<file path="src/rtl/fp_divider.sv">
// Sequential IEEE-754 single-precision divider.
// Radix-2 restoring division on the 24-bit significands, one quotient bit
// per clock, followed by a single normalization/packing cycle. Normalized
// operands only, truncated result, overflow/underflow/divide-by-zero flags.
// Handshake: start is sampled only in IDLE; busy is high from the accepting
// edge until done; done is a one-cycle pulse after which quot and the flags
// stay valid until the next operation completes its NORM cycle.
module fp_divider #(
   parameter int QBITS = 25
) (
   input  logic        clk,
   input  logic        rst_n,
   input  logic        start,
   input  logic [31:0] dividend,
   input  logic [31:0] divisor,
   output logic        busy,
   output logic        done,
   output logic [31:0] quot,
   output logic        overflow,
   output logic        underflow,
   output logic        div_by_zero
);

   typedef enum logic [1:0] {
      IDLE = 2'd0,
      DIV  = 2'd1,
      NORM = 2'd2,
      DONE = 2'd3
   } state_t;

   localparam logic [4:0] LAST_BIT = 5'(QBITS - 1);

   state_t      state;
   state_t      state_nxt;

   logic        sign;
   logic [7:0]  e1;
   logic [7:0]  e2;
   logic [25:0] rem;
   logic [23:0] dvs;
   logic [24:0] q;
   logic [4:0]  cnt;

   logic [25:0]       diff;
   logic [22:0]       mant;
   logic              adj;
   logic signed [9:0] exp_s;
   logic [31:0]       res_quot;
   logic              res_ovf;
   logic              res_unf;
   logic              res_dbz;

   // State register
   always_ff @(posedge clk or negedge rst_n) begin
      if (!rst_n) state <= IDLE;
      else        state <= state_nxt;
   end

   // Next-state logic: fixed sequence, DIV lasts exactly QBITS cycles
   always_comb begin
      state_nxt = state;
      case (state)
         IDLE:    if (start) state_nxt = DIV;
         DIV:     if (cnt == LAST_BIT) state_nxt = NORM;
         NORM:    state_nxt = DONE;
         DONE:    state_nxt = IDLE;
         default: state_nxt = IDLE;
      endcase
   end

   // Handshake outputs decoded from state
   always_comb begin
      busy = (state == DIV) || (state == NORM);
      done = (state == DONE);
   end

   // Trial subtraction; the remainder always stays below 2*D, so bit 25
   // is a clean sign bit for the 26-bit difference
   always_comb begin
      diff = rem - {2'b00, dvs};
   end

   // Normalization and special-case selection, consumed in NORM
   always_comb begin
      if (q[QBITS-1]) begin
         mant = q[23:1];
         adj  = 1'b0;
      end else begin
         mant = q[22:0];
         adj  = 1'b1;
      end
      exp_s = $signed({2'b00, e1}) - $signed({2'b00, e2}) + 10'sd127
              - $signed({9'd0, adj});
      res_ovf = 1'b0;
      res_unf = 1'b0;
      res_dbz = 1'b0;
      if (e2 == 8'd0 && e1 == 8'd0) begin
         res_quot = 32'h7FC0_0000;
         res_dbz  = 1'b1;
      end else if (e2 == 8'd0) begin
         res_quot = {sign, 8'hFF, 23'h0};
         res_dbz  = 1'b1;
      end else if (e1 == 8'd0) begin
         res_quot = {sign, 31'h0};
      end else if (exp_s >= 10'sd255) begin
         res_quot = {sign, 8'hFF, 23'h0};
         res_ovf  = 1'b1;
      end else if (exp_s <= 10'sd0) begin
         res_quot = {sign, 31'h0};
         res_unf  = 1'b1;
      end else begin
         res_quot = {sign, exp_s[7:0], mant};
      end
   end

   // Datapath: operand capture, one restoring step per DIV cycle, result load
   always_ff @(posedge clk or negedge rst_n) begin
      if (!rst_n) begin
         sign        <= 1'b0;
         e1          <= 8'd0;
         e2          <= 8'd0;
         rem         <= 26'd0;
         dvs         <= 24'd0;
         q           <= 25'd0;
         cnt         <= 5'd0;
         quot        <= 32'h0;
         overflow    <= 1'b0;
         underflow   <= 1'b0;
         div_by_zero <= 1'b0;
      end else begin
         case (state)
            IDLE: begin
               if (start) begin
                  sign <= dividend[31] ^ divisor[31];
                  e1   <= dividend[30:23];
                  e2   <= divisor[30:23];
                  rem  <= {2'b01, dividend[22:0]};
                  dvs  <= {1'b1, divisor[22:0]};
                  q    <= 25'd0;
                  cnt  <= 5'd0;
               end
            end
            DIV: begin
               if (!diff[25]) begin
                  rem <= {diff[24:0], 1'b0};
                  q   <= {q[QBITS-2:0], 1'b1};
               end else begin
                  rem <= {rem[24:0], 1'b0};
                  q   <= {q[QBITS-2:0], 1'b0};
               end
               cnt <= cnt + 5'd1;
            end
            NORM: begin
               quot        <= res_quot;
               overflow    <= res_ovf;
               underflow   <= res_unf;
               div_by_zero <= res_dbz;
            end
            default: ;
         endcase
      end
   end

endmodule

</file>
<file path="config.mk">
export PLATFORM = sky130hd
export DESIGN_NAME = fp_divider
export DESIGN_NICKNAME = d
export VERILOG_FILES = /design/src/rtl/fp_divider.sv
export SDC_FILE = /design/constraint.sdc
export NUM_CORES = 1
export LEC_CHECK = 0
export ABC_CLOCK_PERIOD_IN_PS = 5300
export BUFFER_PORTS_ARGS = -buffer_cell sky130_fd_sc_hd__buf_2
export CAP_MARGIN = 15
export CORE_ASPECT_RATIO = 2
export CORE_MARGIN = 2
export CORE_UTILIZATION = 59
export CTS_BUF_LIST = sky130_fd_sc_hd__clkbuf_4 sky130_fd_sc_hd__clkbuf_8
export DETAILED_ROUTE_END_ITERATION = 6
export MAX_ROUTING_LAYER = met4
export PLACE_DENSITY = 0.81
export SYNTH_ARGS = -nofsm -noshare
export SYNTH_HDL_FRONTEND = slang
export SYNTH_SLANG_ARGS = --single-unit
</file>
<file path="constraint.sdc">
create_clock -name clk -period 5.3 [get_ports clk]
set_clock_uncertainty 0.15 [all_clocks]
set_input_delay 1.06 -clock clk [delete_from_list [all_inputs] [get_ports clk]]
set_output_delay 1.06 -clock clk [all_outputs]
set_load 0.01 [all_outputs]
</file>
==> impl_metrics.json <==
{
  "antenna_found_initial": 0,
  "fin_cells": 1084,
  "worstSetupPathType": "register to register",
  "preCtsSetupSlack_ns": 1.086,
  "ant_nets": 0,
  "rsz0062_at_grt": "false",
  "routed_wl_microns": 19540,
  "startpoint_type": "register",
  "yosys_warnings": 0,
  "setup_slack_ns": 0.9912,
  "synth_area_leader_cell": "dfrtp_1",
  "n_fill_cell": 1062,
  "cts_sinks": 134,
  "ctsHoldBuffers": 0,
  "synth_nets": 935,
  "whs_path_depth": 2,
  "port_buffers": 103,
  "initial_core_util_pct": 60.13,
  "finalWeightedCongestion": 0.9327,
  "clock.fmax_mhz": 232.1,
  "seq_area_frac_synth_pct": 41.50,
  "placed_cells": 1052,
  "clk_latency_ns": 0.46,
  "grt_first_pass_wirelength_microns": 32020,
  "synthDistinctLibCells": 71,
  "post_cts_buffers": 0,
  "crit_fanout": 5,
  "grt_max_degree": 93,
  "synth.avg_cell_area_sq_um": 9.842,
  "vias_per_cell": 6.159,
  "antenna_cells": 0,
  "slew_violations": 0,
  "boundaryPins": 104,
  "dpl.hpwl_microns": 14390,
  "worstHoldPathType": "register to register",
  "drive_above_1_share_pct": 21.53,
  "yosys_register_bits": 134,
  "dr.pass1.iters": 5,
  "setup_viol": 0,
  "synth_ff_type": "dfrtp_1",
  "final_hold_viol_count": 0,
  "drc": 0,
  "synth_area_leaders": "dfrtp_1, ha_1, mux2_2",
  "reg2reg_depth": 14,
  "grt.overflow.total": 0,
  "grt_use_total_pct": 28.43,
  "met3_usage_pct": 4.572,
  "cts_root_buffer": "clkbuf_8",
  "dieArea_sq_mm": 0.01470,
  "worst_pin_slew_ns": 0.9769,
  "cts_tree": "built",
  "grtUsageMet1_pct": 28.88,
  "core_sq_mm": 0.01344,
  "nets": 1030,
  "initialDrtViolationCount": 357,
  "syn_inst": 821,
  "numCtsBuffers": 17,
  "synth_top_area_share_pct": 41.50,
  "netlist_area_sq_mm": 0.008080,
  "die_w_microns": 86.75,
  "min_period_over_period_pct": 81.30,
  "dieHeight_microns": 169.5,
  "cts_buffer_depth": 2,
  "synth_edf_count": 0,
  "required_ns": 5.52,
  "vias": 6676,
  "core.rowCount": 60,
  "wire_per_inst_microns": 18.02,
  "cts_resized": 0,
  "htreeDepth": 4,
  "grt_pass1_vias": 6775,
  "top_usage_layer": "met2",
  "area_growth_pct": 13.22,
  "slew_headroom_pct": 34.47,
  "setup_tns_ns": 0,
  "period_needed_ns": 4.309,
  "worst_ep_arrival_time_ns": 4.53,
  "maxCapViolCount": 0,
  "clkTransAtPathRegs_ns": 0.09,
  "synth_most_common_cell": "dfrtp_1",
  "async_flop_share_pct": 100.0,
  "end_kind": "register",
  "status": "finished clean",
  "met2_usage_pct": 52.24,
  "synthTopCellsByCount": "dfrtp_1, inv_1, nor2_1"
}
[cell type report]
type / count / area, sq um / area share [%]
flip-flops and latches: 134 / 3353 / 36.65
clock inverters: 15 / 178.9 / 1.956
clock buffers: 17 / 234.0 / 2.557
inverters: 64 / 240.2 / 2.626
multi-input cells: 587 / 4359 / 47.65
repair buffers: 112 / 589.3 / 6.441
well taps: 155 / 193.9 / 2.120
[registers in the layout (all words and copies together), names as in the netlist, 2 cells and up]
register,cells
quot,32
rem,26
q,25
dvs,24
e1,8
e2,8
cnt,5
state,2
[final timing paths]
path | end | slack (ns) | start
setup / recovery | underflow$_DFFE_PN0P_ | 0.99 | e1[2]$_DFFE_PN0P_
hold / removal | dvs[23]$_DFFE_PN0P_ | 0.31 | dvs[23]$_DFFE_PN0P_
setup reg to reg | underflow$_DFFE_PN0P_ | 0.99 | e1[2]$_DFFE_PN0P_
hold reg to reg | dvs[23]$_DFFE_PN0P_ | 0.31 | dvs[23]$_DFFE_PN0P_
max in group asynchronous | quot[17]$_DFFE_PN0P_ | 3.43 | rst_n
min in group asynchronous | dvs[19]$_DFFE_PN0P_ | 0.49 | rst_n
[kinds of logic (layout without fill, tap and decap cells)]
| family | count (synthesis) | in the layout | share of synthesized area, % |
|---|---|---|---|
| flip-flops | 134 | 134 | 41.50 |
| adder cells (fa/ha/maj) | 47 | 47 | 7.557 |
| AO/OA/AOI/OAI | 244 | 244 | 21.28 |
| multiplexers | 81 | 81 | 10.65 |
| XOR/XNOR | 31 | 31 | 3.360 |
| buffers and inverters | 100 | 208 | 4.707 |
| AND/OR/NAND/NOR | 184 | 184 | 10.95 |
[worst max-delay path, stage by stage, from the launching register on]
cell and delay [ns]:
dfrtp_1 0.41, ha_1 0.36, nor2_1 0.08, a21o_1 0.19
xnor2_1 0.38, inv_1 0.18, ha_1 0.36, nor2b_1 0.18
or2_2 0.32, o31ai_1 0.10, a31oi_1 0.16, or3_1 0.38
and2_1 0.21, or4b_1 0.55, a211oi_2 0.20
[layout by cell type, fill, tap and decap left out, types with 4 or more instances in the layout]
cell / count
o21a_1: 7
xor2_1: 10
a31oi_1: 10
nand2_1: 39
buf_4: 9
o21ai_1: 15
nor2_1: 55
clkbuf_8: 17
a22o_1: 25
o21ai_0: 23
and3_1: 13
inv_8: 5
a2bb2oi_1: 4
or2_2: 4
and2_1: 5
nor2b_1: 9
a21o_1: 15
a211o_1: 6
o211ai_1: 7
ha_1: 44
inv_6: 4
dfrtp_1: 134
a21oi_1: 51
buf_2: 102
o2bb2ai_1: 26
xnor2_1: 20
nand3_1: 21
nor3_1: 13
o31ai_1: 7
mux2i_1: 41
mux2_2: 40
nor4_1: 6
o22ai_1: 12
inv_1: 62
[per-layer routing]
metal / share of wire [%] / routed length [microns]
met1: 37 / 7156
met2: 56 / 10980
met3: 3.6 / 703
met4: 3.5 / 692
met5: 0 / 0
[per-stage QoR]
| step | hold WS, ns | utilization, % | area [sq um] |
|---|---|---|---|
| after floorplan | 0.2675 | - | 8080 |
| after global placement | 0.2840 | 65.01 | 8736 |
| after detailed placement | 0.2916 | 65.01 | 8736 |
| after CTS | 0.3120 | 68.08 | 9149 |
| after global routing | 0.3470 | 68.08 | 9149 |
| final | 0.3092 | 68.08 | 9149 |
Power is not shown: default switching activity piles up to over one toggle a cycle in this logic, so the estimate is an artifact.
